$ cat src/rtl/execution_sequencer_pkg.sv
// Shared definitions for the execution sequencer: opcodes, FSM states and
// program-counter control encoding. The decoder imports the same opcodes.
package seq_pkg;

  localparam int DEFAULT_PC_WIDTH = 8;

  localparam logic [3:0] OP_SETC  = 4'h0;
  localparam logic [3:0] OP_ADD   = 4'h1;
  localparam logic [3:0] OP_SUB   = 4'h2;
  localparam logic [3:0] OP_CCOPY = 4'h3;
  localparam logic [3:0] OP_AND   = 4'h4;
  localparam logic [3:0] OP_OR    = 4'h5;
  localparam logic [3:0] OP_XOR   = 4'h6;
  localparam logic [3:0] OP_NOT   = 4'h7;
  localparam logic [3:0] OP_SHL   = 4'h8;
  localparam logic [3:0] OP_SHR   = 4'h9;
  localparam logic [3:0] OP_LOAD  = 4'hA;
  localparam logic [3:0] OP_MOV   = 4'hB;
  localparam logic [3:0] OP_NOP   = 4'hC;
  localparam logic [3:0] OP_JMP   = 4'hD;
  localparam logic [3:0] OP_HALT  = 4'hE;
  localparam logic [3:0] OP_CHALT = 4'hF;

  typedef enum logic [1:0] {
    ST_IDLE    = 2'd0,
    ST_FETCH   = 2'd1,
    ST_EXECUTE = 2'd2,
    ST_HALTED  = 2'd3
  } seq_state_t;

  typedef enum logic [1:0] {
    PC_HOLD = 2'd0,
    PC_INC  = 2'd1,
    PC_LOAD = 2'd2
  } pc_op_t;

endpackage

$ cat src/rtl/execution_sequencer_if.sv
// Instruction-memory fetch port: request/address out, data/valid back.
interface execution_sequencer_if
  import seq_pkg::*;
#(
  parameter int PC_WIDTH = DEFAULT_PC_WIDTH
);

  logic                instrRequest;
  logic [PC_WIDTH-1:0] instructionAddress;
  logic [15:0]         instruction;
  logic                instrValid;

  modport master (
    output instrRequest,
    output instructionAddress,
    input  instruction,
    input  instrValid
  );

  modport slave (
    input  instrRequest,
    input  instructionAddress,
    output instruction,
    output instrValid
  );

endinterface

$ cat src/rtl/execution_sequencer_program_counter.sv
// Program counter with hold / increment / load control. Arithmetic wraps
// modulo 2^PC_WIDTH.
module program_counter
  import seq_pkg::*;
#(
  parameter int                  PC_WIDTH = DEFAULT_PC_WIDTH,
  parameter logic [PC_WIDTH-1:0] RESET_PC = '0
) (
  input  logic                clk,
  input  logic                rst,
  input  pc_op_t              pcOp,
  input  logic [PC_WIDTH-1:0] loadValue,
  output logic [PC_WIDTH-1:0] pc
);

  // PC register: reset to RESET_PC, otherwise apply the requested operation.
  always_ff @(posedge clk or negedge rst) begin
    if (!rst) begin
      pc <= RESET_PC;
    end else begin
      case (pcOp)
        PC_INC:  pc <= pc + PC_WIDTH'(1);
        PC_LOAD: pc <= loadValue;
        default: pc <= pc;
      endcase
    end
  end

endmodule

$ cat src/rtl/execution_sequencer.sv
// Multi-cycle control FSM: fetches each instruction with a valid handshake,
// holds it for the decoder, commits one register write per instruction and
// resolves jump / halt / conditional halt / conditional copy.
module execution_sequencer
  import seq_pkg::*;
#(
  parameter int                  PC_WIDTH = DEFAULT_PC_WIDTH,
  parameter logic [PC_WIDTH-1:0] RESET_PC = '0
) (
  input  logic                         clk,
  input  logic                         rst,
  execution_sequencer_if.master        mem,
  input  logic [7:0]                   condValue,
  input  logic                         runEnable,
  input  logic                         stepPulse,
  input  logic                         resumePulse,
  output logic [15:0]                  currentInstruction,
  output logic                         writeEnable,
  output logic                         halted,
  output logic [1:0]                   seqState
);

  seq_state_t          state;
  seq_state_t          nextState;
  pc_op_t              pcOp;
  logic [PC_WIDTH-1:0] pc;
  logic [PC_WIDTH-1:0] jumpTarget;
  logic [3:0]          opcode;
  logic                condTrue;
  logic                irLoad;

  assign opcode     = currentInstruction[15:12];
  assign condTrue   = |condValue;
  assign jumpTarget = PC_WIDTH'(currentInstruction[7:0]);
  assign irLoad     = (state == ST_FETCH) && mem.instrValid;

  program_counter #(
    .PC_WIDTH (PC_WIDTH),
    .RESET_PC (RESET_PC)
  ) u_pc (
    .clk       (clk),
    .rst       (rst),
    .pcOp      (pcOp),
    .loadValue (jumpTarget),
    .pc        (pc)
  );

  // State register.
  always_ff @(posedge clk or negedge rst) begin
    if (!rst) begin
      state <= ST_IDLE;
    end else begin
      state <= nextState;
    end
  end

  // Instruction register captures memory data on the accepting FETCH cycle.
  always_ff @(posedge clk or negedge rst) begin
    if (!rst) begin
      currentInstruction <= 16'h0000;
    end else if (irLoad) begin
      currentInstruction <= mem.instruction;
    end
  end

  // Next-state, PC control and write-commit strobe.
  always_comb begin
    nextState   = state;
    pcOp        = PC_HOLD;
    writeEnable = 1'b0;
    case (state)
      ST_IDLE: begin
        if (runEnable || stepPulse) begin
          nextState = ST_FETCH;
        end
      end
      ST_FETCH: begin
        if (mem.instrValid) begin
          nextState = ST_EXECUTE;
        end
      end
      ST_EXECUTE: begin
        nextState = runEnable ? ST_FETCH : ST_IDLE;
        pcOp      = PC_INC;
        case (opcode)
          OP_CCOPY: writeEnable = condTrue;
          OP_NOP:   writeEnable = 1'b0;
          OP_JMP:   pcOp = PC_LOAD;
          OP_HALT: begin
            pcOp      = PC_HOLD;
            nextState = ST_HALTED;
          end
          OP_CHALT: begin
            if (condTrue) begin
              pcOp      = PC_HOLD;
              nextState = ST_HALTED;
            end
          end
          default:  writeEnable = 1'b1;
        endcase
      end
      ST_HALTED: begin
        if (resumePulse) begin
          pcOp      = PC_INC;
          nextState = runEnable ? ST_FETCH : ST_IDLE;
        end
      end
      default: nextState = ST_IDLE;
    endcase
  end

  assign mem.instrRequest       = (state == ST_FETCH);
  assign mem.instructionAddress = pc;
  assign halted                 = (state == ST_HALTED);
  assign seqState               = state;

endmodule

$ cat src/flat_wrapper.sv
// flat-port wrapper written by rule: the top's interface ports become plain ports
module execution_sequencer_flat import seq_pkg::*;
#(
  parameter int                  PC_WIDTH = DEFAULT_PC_WIDTH,
  parameter logic [PC_WIDTH-1:0] RESET_PC = '0
)
  (clk, rst, condValue, runEnable, stepPulse, resumePulse, currentInstruction, writeEnable, halted, seqState, mem_instrRequest, mem_instructionAddress, mem_instruction, mem_instrValid);
  execution_sequencer_if #(.PC_WIDTH(PC_WIDTH)) mem_i ();
  input  logic clk;
  input  logic rst;
  input  logic [7:0] condValue;
  input  logic runEnable;
  input  logic stepPulse;
  input  logic resumePulse;
  output logic [15:0] currentInstruction;
  output logic writeEnable;
  output logic halted;
  output logic [1:0] seqState;
  output wire logic [$bits(mem_i.instrRequest)-1:0] mem_instrRequest;
  output wire logic [$bits(mem_i.instructionAddress)-1:0] mem_instructionAddress;
  input wire logic [$bits(mem_i.instruction)-1:0] mem_instruction;
  input wire logic [$bits(mem_i.instrValid)-1:0] mem_instrValid;
  assign mem_instrRequest = mem_i.instrRequest;
  assign mem_instructionAddress = mem_i.instructionAddress;
  assign mem_i.instruction = mem_instruction;
  assign mem_i.instrValid = mem_instrValid;
  execution_sequencer #(.PC_WIDTH(PC_WIDTH), .RESET_PC(RESET_PC)) u_core (.clk(clk), .rst(rst), .mem(mem_i), .condValue(condValue), .runEnable(runEnable), .stepPulse(stepPulse), .resumePulse(resumePulse), .currentInstruction(currentInstruction), .writeEnable(writeEnable), .halted(halted), .seqState(seqState));
endmodule
$ cat config.mk
export PLATFORM = sky130hd
export DESIGN_NAME = execution_sequencer_flat
export DESIGN_NICKNAME = d
export VERILOG_FILES = /design/src/rtl/execution_sequencer_pkg.sv /design/src/rtl/execution_sequencer_if.sv /design/src/rtl/execution_sequencer_program_counter.sv /design/src/rtl/execution_sequencer.sv /design/src/flat_wrapper.sv
export SDC_FILE = /design/constraint.sdc
export NUM_CORES = 1
export LEC_CHECK = 0
export ABC_AREA = 1
export CAP_MARGIN = 20
export CELL_PAD_IN_SITES_DETAIL_PLACEMENT = 0
export CELL_PAD_IN_SITES_GLOBAL_PLACEMENT = 2
export CORE_ASPECT_RATIO = 0.7
export CORE_MARGIN = 5
export CORE_UTILIZATION = 23
export DETAILED_ROUTE_END_ITERATION = 16
export HOLD_SLACK_MARGIN = 0.03
export PLACE_DENSITY_LB_ADDON = 0.1
export SYNTH_ARGS = -nofsm -noshare
export SYNTH_HDL_FRONTEND = slang
export SYNTH_SLANG_ARGS = --single-unit
$ cat constraint.sdc
create_clock -name clk -period 2.3 [get_ports clk]
set_input_delay 0.46 -clock clk [delete_from_list [all_inputs] [get_ports clk]]
set_output_delay 0.46 -clock clk [all_outputs]
set_load 0.01 [all_outputs]
==> results by group <==
Outcome
  – Run status: finished clean

Drt
  – Via-per-instance ratio: 4.38
  – Count of nets left with antenna violations after detail routing: 0
  – Routed wire length: 4010 um
  – Total vias in the final route: 1374
  – DRC marker count from the first detailed-route iteration: 19
  – Post-route DRC violation count: 0
  – Avg WL per Cell: 12.8 um
  – Detailed-router iteration count before antenna repair: 4

Yosys
  – Most numerous cell in the Yosys netlist: nand2_1
  – Synthesized net count: 205
  – Mean Syn Cell Area: 8.22 um^2
  – Post-synth design cell area: 0.00142 mm^2
  – Count of different cell masters after synthesis: 22
  – Count of yosys warnings during synthesis: 0
  – Post-synthesis cell type with the largest combined area: dfrtp_1
  – Area share of the leading cell type in the synthesized netlist: 0.457
  – Leading post-synthesis cells by instance count: nand2_1 (36), nor2_1 (27), dfrtp_1 (26)
  – Count of flip-flops with a built-in enable after synthesis: 0
  – Post-synthesis cell count: 173
  – Register area share after synthesis: 0.457
  – Dominant register cell in the synthesized netlist: dfrtp_1
  – Top area cells in the synthesized netlist: dfrtp_1 (46%), mux2_4 (11%), nand2_1 (9.5%)
  – Post-synthesis sequential element count: 26
  – Async SR Flop Fraction: 1.00

Global route
  – Pin count of the biggest net entering global routing: 27
  – Total grt overflow: 0
  – Vias in the first global route: 1377
  – Wire length of the first global-routing pass: 6690 um
  – Total track usage: 0.107
  – Number of antenna violations at the first check in global routing: 0

Setup path
  – Max incr delay on CP: 0.40 ns
  – Arrival time of the worst setup path: 1.73 ns
  – Slowest cell on the critical path: clkdlybuf4s50_1
  – Number of cells traversed by the worst register-to-register path: 9
  – Critical path capture point: writeEnable
  – Top fanout value on the critical path: 2
  – Worst Setup SP: condValue[0]
  – Critical path class: input pin to primary output
  – Critical path capture point type: primary output
  – Capture instance of the worst register-to-register path: u_core.u_pc.pc[4]
  – Required time at the endpoint of the critical path: 1.84 ns
  – CP startpoint kind: input pin
  – Cell-by-cell listing of the critical path: clkdlybuf4s50_1, nor2_1, nand2_1, nor2_1, nand2_1, o21ai_0, inv_1, dlygate4sd2_1
  – Setup slack on the worst flop-to-flop path: 0.42 ns
  – Worst r2r src: u_core.seqState[1]

Clocking
  – Clk Tree Root Cell: clkbuf_8
  – Hold Buf Count CTS: 0
  – Clock slew at reported path FFs: 0.10 ns
  – Number of sinks on the clock net: 26
  – Post-CTS repair timing setup buffer count: 0
  – Clock insertion delay at the later pin of the skew report: 0.27 ns
  – TritonCTS clock tree: built
  – H-tree depth reported by CTS: 1
  – Total clock buffers created by CTS: 3
  – Number of instances resized during post-cts repair: 1
  – Deepest clock path buffer count: 2

Cells and area
  – Utilization after layout: 0.357
  – Share of layout cells above drive strength 1: 0.102
  – Signed area change from the synthesized netlist to the final layout: 53.7%
  – Final standard cell count with taps included and fillers excluded: 314
  – Post-layout nets: 269
  – Number of filler instances in the final layout: 642
  – Final design instance area without fill: 0.00219 mm^2
  – Diode insertion count for antenna repair: 0

Timing
  – Count of endpoints failing setup in the final report: 0
  – Post-route fraction of the period consumed by the critical path: 0.954
  – Tightest Pin Transition: 0.581 ns
  – Post-route minimum period: 2.19 ns
  – RSZ-0062 raised after global routing: false
  – Final Hold Viols: 0
  – Peak Freq: 456 MHz
  – Worst clock skew: 0.00662 ns
  – Max_slew headroom: 0.611
  – Final Slew Violations: 0

Floorplan
  – Initial core utilization: 0.232
  – Floorplan die area: 0.00788 mm^2
  – Core ar.: 0.00613 mm^2
  – Chip width: 104 um
  – # rows: 24
  – I/O pin count: 59
  – Height of the chip: 75.8 um

Job
  – Max-cap viol count: 0

Power
  – Static power due to leakage: 1.03 nW
  – PwrDens: 1290 mW/mm^2
  – Power consumption: 2.83 mW
  – Peak supply drop: 0.503 mV

Hold path
  – Worst Hold Path Cells: 1
  – Hold Path Class: register to register

Placement
  – Total half-perimeter wirelength after legalization and detailed placement: 3110 um
  – Total instance count after detailed placement: 310
  – Port Buffers: 58
  – Final Wtd Congestion: 0.744
  – Placed cell areas: 0.00212 mm^2
## cells by family after synthesis
family / share of synthesized area
adder cells (fa/ha/maj): 0.0176
buffers and inverters: 0.0765
multiplexers: 0.113
AND/OR/NAND/NOR: 0.235
AO/OA/AOI/OAI: 0.100
flip-flops: 0.457
## layout by cell type (no fill, tap or decap)
cell type	netlist	final
clkdlybuf4s50_1	0	57
nand2_1	36	36
nor2_1	27	27
dfrtp_1	26	26
inv_1	20	20
a21oi_1	17	17
mux2_4	10	10
nand3_1	10	10
o21ai_0	9	9
buf_4	0	6
clkbuf_8	0	3
nor3_1	2	2
ha_1	2	2
inv_2	1	1
nor4_1	1	1
a31oi_1	1	1
nor2_4	1	1
or3_1	1	1
nand2_2	1	1
o22ai_1	1	1
nand3b_1	1	1
mux2_2	1	1
bufinv_16	0	1
dlygate4sd2_1	0	1
## per-layer routing
layer,vias up,global-route usage,share of wire
li1,687,-,-
met1,636,0.145,0.48
met2,49,0.170,0.44
met3,2,0.0364,0.068
met4,0,0.0172,0.0037
met5,-,0,0
## per-stage QoR
| stage | setup TNS [ns] | worst slack, ns | hold slack, ns |
|---|---|---|---|
| after CTS | 0 | 0.0829 | 0.523 |
| after global placement | -0.0479 | -0.0479 | 0.492 |
| after global routing | 0 | 0.0136 | 0.548 |
| after floorplan | 0 | 0.437 | 0.164 |
| final | 0 | 0.107 | 0.518 |
| after detailed placement | -0.114 | -0.114 | 0.497 |
## cell type report
class	count	area, um^2	area share
Multi-Input combinational cell	121	663	0.303
Sequential cell	26	651	0.298
Timing Repair Buffer	64	624	0.286
Tap cell	78	97.6	0.0446
Inverter	21	78.8	0.0361
Clock buffer	3	41.3	0.0189
Clock inverter	1	30.0	0.0137
## state kept, by name, summed over array words and instances, names as in the netlist
| signal | count |
|---|---|
| u_core.seqState | 2 |
| u_core.u_pc.pc | 8 |
| u_core.currentInstruction | 16 |
## how the worst min path moves through the flow
stage,from,endpoint,slack [ns]
after CTS,u_core.currentInstruction[10],u_core.currentInstruction[10],0.52
after global routing,u_core.currentInstruction[10],u_core.currentInstruction[10],0.55
after detailed placement,u_core.currentInstruction[9],u_core.currentInstruction[9],0.50
after global placement,u_core.currentInstruction[10],u_core.currentInstruction[10],0.49
after floorplan,rst,u_core.currentInstruction[0],0.16
final,u_core.currentInstruction[10],u_core.currentInstruction[10],0.52
## power breakdown
group	leakage, nW	total (mW)	internal [mW]	switching [mW]
combinational	0.698	1.52	0.839	0.680
clock	0.0357	0.384	0.233	0.151
sequential	0.301	0.923	0.685	0.238
total	1.03	2.83	1.76	1.07
## worst max-delay path: cells and delay by family
| kind | cells | cell delay [ns] |
|---|---|---|
| AO/OA/AOI/OAI | 1 | 0.17 |
| AND/OR/NAND/NOR | 4 | 0.39 |
| buffers and inverters | 3 | 0.73 |
No activity file was read; power rests on OpenSTA's default activity.
